File: config.mk
export PLATFORM = sky130hd
export DESIGN_NAME = adpll_seq
export DESIGN_NICKNAME = d
export VERILOG_FILES = /design/src/rtl/adpll_seq.sv
export SDC_FILE = /design/constraint.sdc
export NUM_CORES = 1
export LEC_CHECK = 0
export CAP_MARGIN = 15
export CORE_ASPECT_RATIO = 0.6
export CORE_MARGIN = 2
export CORE_UTILIZATION = 51
export DETAILED_ROUTE_END_ITERATION = 8
export PLACE_DENSITY = 0.8
export RECOVER_POWER = 25
export SLEW_MARGIN = 5
export SYNTH_ARGS = -nofsm -noshare
export SYNTH_HDL_FRONTEND = slang
export SYNTH_SLANG_ARGS = --single-unit
File: constraint.sdc
create_clock -name clk -period 2.5 [get_ports clk]
set_input_delay 0.375 -clock clk [delete_from_list [all_inputs] [get_ports clk]]
set_output_delay 0.375 -clock clk [all_outputs]
set_load 0.03 [all_outputs]
File: src/rtl/adpll_seq.sv
// ADPLL bring-up sequencer: soft-resets, programs, enables and polls the loop
// through the adpll_ctr register port while it owns the shared bus (busy).
`ifndef FCWW
`define FCWW 26
`endif
`ifndef ADPLL_ADDR_W
`define ADPLL_ADDR_W 8
`endif
`ifndef ADPLL_DATA_W
`define ADPLL_DATA_W 32
`endif
`ifndef ADPLL_EN
`define ADPLL_EN 8'h00
`endif
`ifndef ADPLL_MODE
`define ADPLL_MODE 8'h01
`endif
`ifndef ADPLL_SOFT_RST
`define ADPLL_SOFT_RST 8'h02
`endif
`ifndef FCW
`define FCW 8'h03
`endif
`ifndef ADPLL_LOCK
`define ADPLL_LOCK 8'h08
`endif
`ifndef ADPLL_SAT
`define ADPLL_SAT 8'h09
`endif

module adpll_seq #(
    parameter int LOCK_TIMEOUT = 4096,
    parameter int POLL_GAP     = 15
) (
    input  logic                     clk,
    input  logic                     rst,
    input  logic                     start,
    input  logic [`FCWW-1:0]         fcw_in,
    input  logic [1:0]               mode_in,
    input  logic                     abort,
    output logic                     valid,
    output logic [`ADPLL_ADDR_W-1:0] address,
    output logic [`ADPLL_DATA_W-1:0] wdata,
    output logic                     wstrb,
    input  logic [1:0]               rdata,
    input  logic                     ready,
    output logic                     busy,
    output logic                     done,
    output logic                     locked,
    output logic                     timeout,
    output logic                     sat
);

    localparam logic [3:0] IDLE    = 4'd0;
    localparam logic [3:0] SRST_HI = 4'd1;
    localparam logic [3:0] SRST_LO = 4'd2;
    localparam logic [3:0] WR_FCW  = 4'd3;
    localparam logic [3:0] WR_MODE = 4'd4;
    localparam logic [3:0] WR_EN   = 4'd5;
    localparam logic [3:0] GAP     = 4'd6;
    localparam logic [3:0] RD_LOCK = 4'd7;
    localparam logic [3:0] RD_SAT  = 4'd8;
    localparam logic [3:0] WR_DIS  = 4'd9;
    localparam logic [3:0] FIN     = 4'd10;

    localparam int TW = $clog2(LOCK_TIMEOUT + 1);
    localparam int GW = (POLL_GAP > 1) ? $clog2(POLL_GAP) : 1;
    localparam logic [TW-1:0] TMO_LAST  = TW'(LOCK_TIMEOUT - 1);
    localparam logic [GW-1:0] GAP_LAST  = GW'((POLL_GAP > 0) ? POLL_GAP - 1 : 0);
    // With no poll gap the sequencer re-reads LOCK straight away.
    localparam logic [3:0]    POLL_NEXT = (POLL_GAP == 0) ? RD_LOCK : GAP;

    logic [3:0]               state_reg, state_next;
    logic [`FCWW-1:0]         fcw_reg, fcw_next;
    logic [1:0]               mode_reg, mode_next;
    logic [TW-1:0]            tmo_reg, tmo_next;
    logic [GW-1:0]            gap_reg, gap_next;
    logic                     valid_reg, valid_next;
    logic [`ADPLL_ADDR_W-1:0] addr_reg, addr_next;
    logic [`ADPLL_DATA_W-1:0] wdata_reg, wdata_next;
    logic                     wstrb_reg, wstrb_next;
    logic                     busy_reg, busy_next;
    logic                     done_reg, done_next;
    logic                     locked_reg, locked_next;
    logic                     timeout_reg, timeout_next;
    logic                     sat_reg, sat_next;

    logic [`ADPLL_ADDR_W-1:0] req_addr;
    logic [`ADPLL_DATA_W-1:0] req_data;
    logic                     req_wr;
    logic                     tmo_hit;
    logic                     abortable;
    logic                     unused_rdata;

    assign unused_rdata = rdata[1];
    assign tmo_hit      = (tmo_reg >= TMO_LAST);
    assign abortable    = (state_reg >= SRST_HI) && (state_reg <= RD_SAT);

    // Register access issued by each bus state.
    always_comb begin
        req_wr   = 1'b1;
        req_addr = '0;
        req_data = '0;
        case (state_reg)
            SRST_HI: begin req_addr = `ADPLL_SOFT_RST; req_data = `ADPLL_DATA_W'(1); end
            SRST_LO: begin req_addr = `ADPLL_SOFT_RST; end
            WR_FCW:  begin req_addr = `FCW;           req_data = `ADPLL_DATA_W'(fcw_reg); end
            WR_MODE: begin req_addr = `ADPLL_MODE;    req_data = `ADPLL_DATA_W'(mode_reg); end
            WR_EN:   begin req_addr = `ADPLL_EN;      req_data = `ADPLL_DATA_W'(1); end
            RD_LOCK: begin req_addr = `ADPLL_LOCK;    req_wr = 1'b0; end
            RD_SAT:  begin req_addr = `ADPLL_SAT;     req_wr = 1'b0; end
            WR_DIS:  begin req_addr = `ADPLL_EN; end
            default: ;
        endcase
    end

    always_comb begin
        state_next   = state_reg;
        fcw_next     = fcw_reg;
        mode_next    = mode_reg;
        tmo_next     = tmo_reg;
        gap_next     = gap_reg;
        valid_next   = valid_reg;
        addr_next    = addr_reg;
        wdata_next   = wdata_reg;
        wstrb_next   = wstrb_reg;
        busy_next    = busy_reg;
        done_next    = 1'b0;
        locked_next  = locked_reg;
        timeout_next = timeout_reg;
        sat_next     = sat_reg;

        if ((state_reg == GAP || state_reg == RD_LOCK) && !tmo_hit) begin
            tmo_next = tmo_reg + TW'(1);
        end

        case (state_reg)
            IDLE: begin
                if (start) begin
                    fcw_next     = fcw_in;
                    mode_next    = mode_in;
                    locked_next  = 1'b0;
                    timeout_next = 1'b0;
                    sat_next     = 1'b0;
                    busy_next    = 1'b1;
                    state_next   = SRST_HI;
                end
            end
            GAP: begin
                if (abort) begin
                    state_next = WR_DIS;
                end else if (tmo_hit) begin
                    timeout_next = 1'b1;
                    state_next   = WR_DIS;
                end else if (gap_reg == GAP_LAST) begin
                    state_next = RD_LOCK;
                end else begin
                    gap_next = gap_reg + GW'(1);
                end
            end
            FIN: begin
                busy_next  = 1'b0;
                state_next = IDLE;
            end
            default: begin
                // Bus states: one idle cycle to raise valid, then hold until ready.
                if (!valid_reg) begin
                    if (abortable && abort) begin
                        state_next = WR_DIS;
                    end else if (state_reg == RD_LOCK && tmo_hit) begin
                        timeout_next = 1'b1;
                        state_next   = WR_DIS;
                    end else begin
                        valid_next = 1'b1;
                        addr_next  = req_addr;
                        wdata_next = req_data;
                        wstrb_next = req_wr;
                    end
                end else if (ready) begin
                    valid_next = 1'b0;
                    addr_next  = '0;
                    wdata_next = '0;
                    wstrb_next = 1'b0;
                    if (abortable && abort) begin
                        state_next = WR_DIS;
                    end else begin
                        case (state_reg)
                            SRST_HI: state_next = SRST_LO;
                            SRST_LO: state_next = WR_FCW;
                            WR_FCW:  state_next = WR_MODE;
                            WR_MODE: state_next = WR_EN;
                            WR_EN: begin
                                tmo_next   = '0;
                                gap_next   = '0;
                                state_next = POLL_NEXT;
                            end
                            RD_LOCK: begin
                                if (rdata[0]) begin
                                    state_next = RD_SAT;
                                end else begin
                                    gap_next   = '0;
                                    state_next = POLL_NEXT;
                                end
                            end
                            RD_SAT: begin
                                sat_next    = rdata[0];
                                locked_next = 1'b1;
                                done_next   = 1'b1;
                                state_next  = FIN;
                            end
                            WR_DIS: begin
                                done_next  = 1'b1;
                                state_next = FIN;
                            end
                            default: state_next = IDLE;
                        endcase
                    end
                end
            end
        endcase
    end

    always_ff @(posedge clk) begin
        if (rst) begin
            state_reg   <= IDLE;
            fcw_reg     <= '0;
            mode_reg    <= '0;
            tmo_reg     <= '0;
            gap_reg     <= '0;
            valid_reg   <= 1'b0;
            addr_reg    <= '0;
            wdata_reg   <= '0;
            wstrb_reg   <= 1'b0;
            busy_reg    <= 1'b0;
            done_reg    <= 1'b0;
            locked_reg  <= 1'b0;
            timeout_reg <= 1'b0;
            sat_reg     <= 1'b0;
        end else begin
            state_reg   <= state_next;
            fcw_reg     <= fcw_next;
            mode_reg    <= mode_next;
            tmo_reg     <= tmo_next;
            gap_reg     <= gap_next;
            valid_reg   <= valid_next;
            addr_reg    <= addr_next;
            wdata_reg   <= wdata_next;
            wstrb_reg   <= wstrb_next;
            busy_reg    <= busy_next;
            done_reg    <= done_next;
            locked_reg  <= locked_next;
            timeout_reg <= timeout_next;
            sat_reg     <= sat_next;
        end
    end

    assign valid   = valid_reg;
    assign address = addr_reg;
    assign wdata   = wdata_reg;
    assign wstrb   = wstrb_reg;
    assign busy    = busy_reg;
    assign done    = done_reg;
    assign locked  = locked_reg;
    assign timeout = timeout_reg;
    assign sat     = sat_reg;

endmodule

Word-level counts from Yosys, hierarchy flattened

Index checks and enable logic that the tools add are counted.

Add/subtract/negate cells: 2
$lt $le $gt $ge: 3
Eq/ne operators: 26
Muxes and demuxes: 66
Bitwise logic cells: 6
Reductions and logical operators: 31

Operators by type and width:

| operator                                                                 | number |
|---|---|
| 32-bit two-way mux                                                       | 4 |
| 13-bit two-way mux                                                       | 6 |
| 26-bit one-hot mux with 3 select lines                                   | 1 |
| 4-bit two-way mux                                                        | 17 |
| 8-bit two-way mux                                                        | 4 |
| 4-bit one-hot mux with 7 select lines                                    | 1 |
| 1-bit two-way mux                                                        | 25 |
| 4-bit one-hot mux with 5 select lines                                    | 1 |
| 2-bit != test (second input constant)                                    | 9 |
| 4-bit by 3-bit equality test with 1-bit output (second input constant)   | 4 |
| 4-bit equality test (second input constant)                              | 4 |
| 4-bit one-hot mux with 2 select lines                                    | 2 |
| 13-bit by 1-bit adder with 13-bit output (second input constant)         | 1 |
| 13-bit by 12-bit >= comparator with 1-bit output (second input constant) | 1 |
| 4-bit one-hot mux with 3 select lines                                    | 1 |
| 2-bit nonzero test                                                       | 6 |
| 2-bit OR reduction                                                       | 6 |
| 9-bit AND reduction                                                      | 1 |
| 4-bit by 2-bit equality test with 1-bit output (second input constant)   | 2 |
| 4-bit AND reduction                                                      | 2 |
| 7-bit AND reduction                                                      | 1 |
| 7-bit OR reduction                                                       | 1 |
| 1-bit NOT                                                                | 6 |
| 1-bit one-hot mux with 2 select lines                                    | 3 |
| other kinds (20)                                                         | 25 |

Register bits: 96
Bits of input ports: 35
Output and inout bits: 47
Word-level logic and storage cells: 148

Longest topological paths before layout

Gate-level depths: netlist of the first run.

Word-level depth: 9
Mapped depth: 10
Depth with buffers taken out: 7

Worst setup path before layout of the first run

OpenSTA, ideal clock, no wires.

Path type: register -> register
Start: reg valid_reg, in the netlist valid
End: reg state_reg[2]
Library setup time: 0.086 ns
Data arrival time: 1.694 ns
Data required time: 2.414 ns
Slack: 0.721 ns
Cell stages (with the launch flop): 7
Path buffers: 1
Clock period less this slack: 1.779 ns
Cell sequence: dfxtp_1 > buf_2 > nor3b_1 > a221oi_1 > o41ai_1 > nor2_1 > a211oi_1

Word-level cells in the longest chain between the ends: 2
Elaborated cells between the ends (all ways): 5
Classes of those cells: eq/ne (1); mux (2); reduce/logical (2)

RTL lines:

| item                                                                                          | RTL line | RTL |
|---|---|---|
| start: declaration                                                                            | 78       | `logic valid_reg, valid_next;` |
| start signal: assignment                                                                      | 245      | `valid_reg <= valid_next;` |
| 5-bit by 2-bit != test with 1-bit output (no line) (tied with other cells)                    | n/a      |  |
| 4-bit AND reduction (no line) / 4-bit one-hot mux with 3 select lines (equally long branches) | n/a      |  |
| end signal: assignment                                                                        | 240      | `state_reg <= state_next;` |
| end: declaration                                                                              | 73       | `logic [3:0] state_reg, state_next;` |

Several ways; a longest one is shown, not always the timed one.
A chain may end at the register's enable or synchronous reset.

Worst setup path in the final report of the first run

Start: reg state_reg[3]
End: reg addr_reg[3], in the netlist address[3]

Word-level cells in the longest chain between the ends: 6
Elaborated cells between the ends (all ways): 24
Classes of those cells: order compare (2); eq/ne (10); mux (4); bitwise (1); reduce/logical (7)

RTL lines:

| item                                                                                                                    | RTL line | RTL |
|---|---|---|
| 4-bit by 2-bit equality test with 1-bit output / 4-bit by 1-bit equality test with 1-bit output (equally long branches) | 104      | `case (state_reg)` |
| 2-bit OR reduction (no line)                                                                                            | n/a      |  |
| 4-bit one-hot mux with 5 select lines                                                                                   | 104      |  |
| 8-bit two-way mux                                                                                                       | 170      | `end else if (state_reg == RD_LOCK && tmo_hit) begin` |
| 8-bit two-way mux                                                                                                       | 168      | `if (abortable && abort) begin` |
| 8-bit two-way mux                                                                                                       | 167      | `if (!valid_reg) begin` |
| end signal: assignment                                                                                                  | 246      | `addr_reg <= addr_next;` |
| end: declaration                                                                                                        | 79       | `` logic [`ADPLL_ADDR_W-1:0] addr_reg, addr_next; `` |

Several ways; a longest one is shown, not always the timed one. The select of a mux whose other input is x is not followed.

==> results of run 1 <==
-- worst reg2reg max path, cell delays in order, from the launching register on --
cell and delay [ns]:
dfxtp_1 0.64, inv_1 0.25, a221oi_2 0.40, o211ai_4 0.19
and2_1 0.22, buf_12 0.19, a22oi_1 0.20, nor2_1 0.07
-- synthesized netlist by cell type, types with 2 or more instances --
cell | number | area share, %
xnor2_1 | 4 | 0.88
nor3b_1 | 2 | 0.38
a31oi_1 | 4 | 0.63
a211oi_1 | 2 | 0.38
or3_1 | 2 | 0.32
nand3b_1 | 24 | 4.5
nand4b_1 | 3 | 0.66
nor2_1 | 32 | 3.0
a21oi_1 | 46 | 5.8
dfxtp_1 | 85 | 43
nor4_1 | 3 | 0.47
a22oi_1 | 2 | 0.38
o22ai_1 | 2 | 0.32
o21a_1 | 2 | 0.38
a21oi_2 | 2 | 0.44
nand2b_1 | 6 | 0.95
buf_4 | 13 | 2.5
o21ai_0 | 34 | 4.3
nor3_1 | 8 | 1.0
and2_1 | 2 | 0.32
buf_2 | 12 | 1.5
o21ai_1 | 3 | 0.38
xor2_1 | 6 | 1.3
a21o_1 | 2 | 0.38
ha_1 | 3 | 0.95
inv_1 | 10 | 0.95
nand2_1 | 101 | 9.5
and3_1 | 5 | 0.79
nand4_1 | 3 | 0.47
or4_1 | 2 | 0.38
nor2b_1 | 5 | 0.79
and4_1 | 2 | 0.44
nand3_1 | 8 | 1.0
buf_6 | 7 | 2.0
mux2i_1 | 3 | 0.76
clkbuf_1 | 15 | 1.4
-- power breakdown --
part           switching [W]  internal [W]
Clock               0.000559      0.000884
Sequential          0.000176       0.00152
Combinational       0.000951      0.000560
Total                0.00169       0.00296
-- per-layer routing --
layer  up-vias  global-route usage, %
li1       1784                      -
met5         -                      0
met3        16                   6.29
met1      1693                   33.9
met4         0                   6.56
met2       146                   37.7
-- logic make-up after synthesis --
group / Yosys count
muxes: 3
and+or+nand+nor: 214
DFF: 85
AOI/OAI and AO/OA: 115
xor gates and xnor gates: 10
buffers and inverters: 59
adders and majority gates: 3
other: 1
-- path summary, 6_finish.rpt --
path	start	depth (start not counted)	to	slack, ns
worst max-delay path	state_reg[3]$_SDFFE_PP0P_	7	address[3]$_SDFFE_PP0P_	0.23
worst min-delay path	rst	2	address[0]$_SDFFE_PP0P_	0.41
worst max register to register	state_reg[3]$_SDFFE_PP0P_	7	address[3]$_SDFFE_PP0P_	0.23
worst min register to register	tmo_reg[11]$_SDFF_PP0_	2	tmo_reg[11]$_SDFF_PP0_	0.44
-- through the flow --
stage | setup slack, ns | power (W) | hold WS (ns) | std cells | util, %
final | 0.232 | 0.00465 | 0.409 | 663 | 67.8
after global routing | 0.0686 | 0.00488 | 0.432 | 663 | 67.8
after CTS | 0.286 | 0.00464 | 0.401 | 663 | 67.9
after detailed placement | 0.165 | 0.00320 | 0.442 | 647 | 63.5
after global placement | 0.182 | 0.00317 | 0.434 | 647 | 63.5
after floorplan | 0.721 | 0.00280 | 0.419 | 500 | -
-- area by class of cell --
cell class	instances	area (um^2)	share of cell area [%]
inverters	11	41.3	0.821
multi-input cells	356	1980	39.3
flip-flops and latches	85	1700	33.8
repair buffers	91	860	17.1
clock inverters	6	93.8	1.87
clock buffers	10	229	4.55
well taps	104	130	2.59
==> metrics.csv, run 1 <==
metric,value,unit
numCtsBuffers,9,
grt.total_usage,24.3,%
synth_top_family_by_area,simple AND/OR/NAND/NOR gates,
max_freq,441,MHz
crit_arrival,2.49,ns
timing.final.crit_period,2.27,ns
synth_xor_area_share,2.21,%
hold_class,input pin to flop,
cp_max_fo,54,
avgSynthCellArea,8.10,um^2
path_buf_inv,2,
power.leakage,1.90,nW
yosysWarningCount,0,
syn_area,3970,um^2
layout-drive-gt1-share,8.59,%
synth_compound_area_share,17.8,%
grt_pass1_wl,16700,um
rsz0062_at_grt,false,
drc,0,
wl_per_cell,15.2,um
met2_wirelength,4280,um
finClkSkew,0.00730,ns
clk_latency,0.34,ns
cts_num_sinks,85,
synth-edff-count,0,
finalSetupTns,0,ns
dp.final_hpwl,6880,um
die_h,72.4,um
ys_seq_area_share,42.8,%
layout.cell_area.non_filler,5030,um^2
grt_max_degree,55,
fill_cells,604,
place.gp.congestion,0.945,
viasPerCell,5.49,
final_common_cell,nand2_1,
numPortBuffers,69,
final_cell_mix,"nand2_1 (101), dfxtp_1 (85), a21oi_1 (46), clkdlybuf4s50_1 (40), o21ai_0 (34)",
cp_data_required_time,2.72,ns
netlist_instances,490,
ys_types,61,
post_cts_resize_count,0,
crit_family,compound AO/OA/AOI/OAI gates,
dr_wl_met3,765,um
postRouteAntennaNets,0,
synth_ff_type,dfxtp_1,
postPlaceCellArea,4710,um^2
areaGrowthSynthToFinish,26.7,%
min_period_over_period,90.7,%
peakVddDrop,602,uV
synth_simple_gate_area_share,26.8,%
p_per_area,924,nW/um^2
clockBufferDepth,2,
wl,10100,um
diodes,0,
first_global_vias,3417,
highest_layer,met4,
cts-root-buf,clkbuf_16,
slew_headroom,53.5,%
die-area,8530,um^2
overflow,0,
cp_cell_sequence,"inv_1, a221oi_2, o211ai_4, and2_1, buf_12, a22oi_1, nor2_1",
postCtsSetupBuffers,0,
wl_met1,4910,um
path_class,flop to flop,
final_nets,592,
slowest_delay,0.64,ns
clk_pin_slew,0.06,ns
htreeDepth,3,
async_reset_ff_share,0,%
ioPinCount,82,
start_util,53.5,%
synthAdderAreaFrac,0.945,%
grt_antenna_before_repair,0,
drv_slew,0,
core-area,7420,um^2
finalHoldViolCount,0,
outcome,"complete, no violations",
cts_hold_buf,0,
tritoncts,done,
cap_viol_max_count,0,
drtPass1Iterations,5,
vias,3639,
num_rows,24,
setup_viol,0,
ys_ff_latch,85,
die_x,118,um
synthMuxAreaShare,0.756,%
crit_slowest_cell,dfxtp_1,
detail_route.iter0.violations,445,
end_kind,flop,
cp-start-kind,flop,
worst_pin_slew,0.680,ns
No activity file was read; power rests on OpenSTA's default activity.
==> inputs of run 2 (changes only) <==
--- a/config.mk
+++ b/config.mk
@@ -7,7 +7,7 @@
 export LEC_CHECK = 0
 export CAP_MARGIN = 15
 export CORE_ASPECT_RATIO = 0.6
-export CORE_MARGIN = 2
+export CORE_MARGIN = 5
 export CORE_UTILIZATION = 51
 export DETAILED_ROUTE_END_ITERATION = 8
 export PLACE_DENSITY = 0.8
==> run 2 against run 1 <==
Compared with the run above:
- non-clock buffer count down 4
- sequential power about the same
- routed wire length down 0.18%
- sequential share of layout area up 0.093 points
- worst hold slack better by 0.045 ns
- clock power about the same
- critical path type unchanged
- largest power group unchanged
==> metrics.csv, run 2 (same netlist as run 1, synthesis figures left out) <==
metric,value,unit
viasPerCell,5.54,
final_util,67.6,%
final_common_cell,nand2_1,
worst_pin_slew,0.794,ns
final_nets,588,
cts_hold_buf,0,
power.leakage,1.89,nW
grt_pass1_wl,16500,um
grt_max_degree,55,
final_cell_mix,"nand2_1 (101), dfxtp_1 (85), a21oi_1 (46), clkdlybuf4s50_1 (41), o21ai_0 (34)",
cap_viol_max_count,0,
postPlaceCellArea,4690,um^2
finalSetupTns,0,ns
layout-drive-gt1-share,8.29,%
layout.cell_area.non_filler,5020,um^2
peakVddDrop,541,uV
die_h,78.4,um
setup_viol,0,
clockBufferDepth,2,
dpl_worst_slack,0.170,ns
crit_slowest_cell,dfxtp_1,
vias,3651,
start_util,53.5,%
multi_input_area,1980,um^2
cp-start-kind,flop,
grt_antenna_before_repair,0,
areaGrowthSynthToFinish,26.3,%
grt.total_usage,21.2,%
max_freq,447,MHz
die_x,124,um
p_per_area,925,nW/um^2
end_kind,flop,
tritoncts,done,
dp.final_hpwl,6940,um
clk_latency,0.34,ns
cp_max_fo,54,
core-area,7420,um^2
finalHoldViolCount,0,
num_rows,24,
clk_pin_slew,0.06,ns
cts_num_sinks,85,
timing.final.crit_period,2.24,ns
postCtsSetupBuffers,0,
hold_depth,2,
r2r_setup_slack,0.26,ns
detail_route.iter0.violations,447,
hold_start,fcw_reg[23]$_SDFFE_PP0P_,
r2r_start,state_reg[3]$_SDFFE_PP0P_,
fill_cells,612,
post_cts_resize_count,0,
outcome,"complete, no violations",
rsz0062_at_grt,false,
diodes,0,
seq_area,1700,um^2
crit_arrival,2.46,ns
postRouteAntennaNets,0,
cp_data_required_time,2.72,ns
drc,0,
numPortBuffers,69,
drv_slew,0,
worstHoldEndpoint,wdata[23]$_SDFFE_PP0P_,
path_class,flop to flop,
first_global_vias,3340,
die-area,9710,um^2
numCtsBuffers,9,
drtPass1Iterations,6,
place.gp.congestion,0.966,
hold_class,flop to flop,
overflow,0,
slowest_delay,0.63,ns
r2r_end,address[0]$_SDFFE_PP0P_,
worst_slack,0.261,ns
min_period_over_period,89.5,%
cp_cell_sequence,"inv_1, a221oi_2, o211ai_4, and2_1, buf_12, a22oi_1, nor2_1",
slew_headroom,47.1,%
wl_per_cell,15.3,um
ioPinCount,82,
worstRegToRegCells,7,
wl,10100,um
cts-root-buf,clkbuf_16,
htreeDepth,3,
finClkSkew,0.00556,ns
-- run 2: worst max-delay path, delay by kind of cell, from the launching register on --
family	cells	cell delay, ns
AO/OA/AOI/OAI	3	0.80
buffers and inverters	2	0.40
flip-flops	1	0.63
AND/OR/NAND/NOR	2	0.27
-- run 2: power breakdown --
part	switching, W	internal, W	leakage [nW]
logic	0.000935	0.000569	1.04
clock network	0.000561	0.000880	0.152
registers	0.000176	0.00152	0.689
total	0.00167	0.00297	1.89
-- run 2: worst max path at each step --
stage / slack (ns) / end / start / depth (start not counted)
after CTS: 0.30 / address[0]$_SDFFE_PP0P_ / state_reg[3]$_SDFFE_PP0P_ / 7
after floorplan: 0.72 / state_reg[2]$_SDFFE_PP0P_ / valid$_SDFFE_PP0P_ / 6
after global routing: 0.10 / address[0]$_SDFFE_PP0P_ / state_reg[3]$_SDFFE_PP0P_ / 7
after detailed placement: 0.17 / address[0]$_SDFFE_PP0P_ / abort / 8
after global placement: 0.21 / address[0]$_SDFFE_PP0P_ / abort / 8
final: 0.26 / address[0]$_SDFFE_PP0P_ / state_reg[3]$_SDFFE_PP0P_ / 7
-- run 2: metal layers --
layer  vias up  global-route usage (%)  wire length, um
met1      1690                    31.1             4720
met4         0                    5.79              117
met5         -                       0                0
li1       1779                       -                -
met2       161                    29.7             4240
met3        21                    7.04              986
-- run 2: area by class of cell --
type | count | area share, %
clock buffers | 9 | 4.49
well taps | 104 | 2.59
repair buffers | 87 | 16.9
clock inverters | 7 | 1.95
multi-input cells | 356 | 39.4
flip-flops and latches | 85 | 33.9
inverters | 11 | 0.823
-- run 2: per-stage QoR --
| step | power [W] | instances | hold WS (ns) |
|---|---|---|---|
| finish | 0.00464 | 659 | 0.454 |
| global placement | 0.00317 | 643 | 0.434 |
| detailed placement | 0.00320 | 643 | 0.448 |
| CTS | 0.00464 | 659 | 0.455 |
| floorplan | 0.00280 | 500 | 0.419 |
| global route | 0.00489 | 659 | 0.474 |
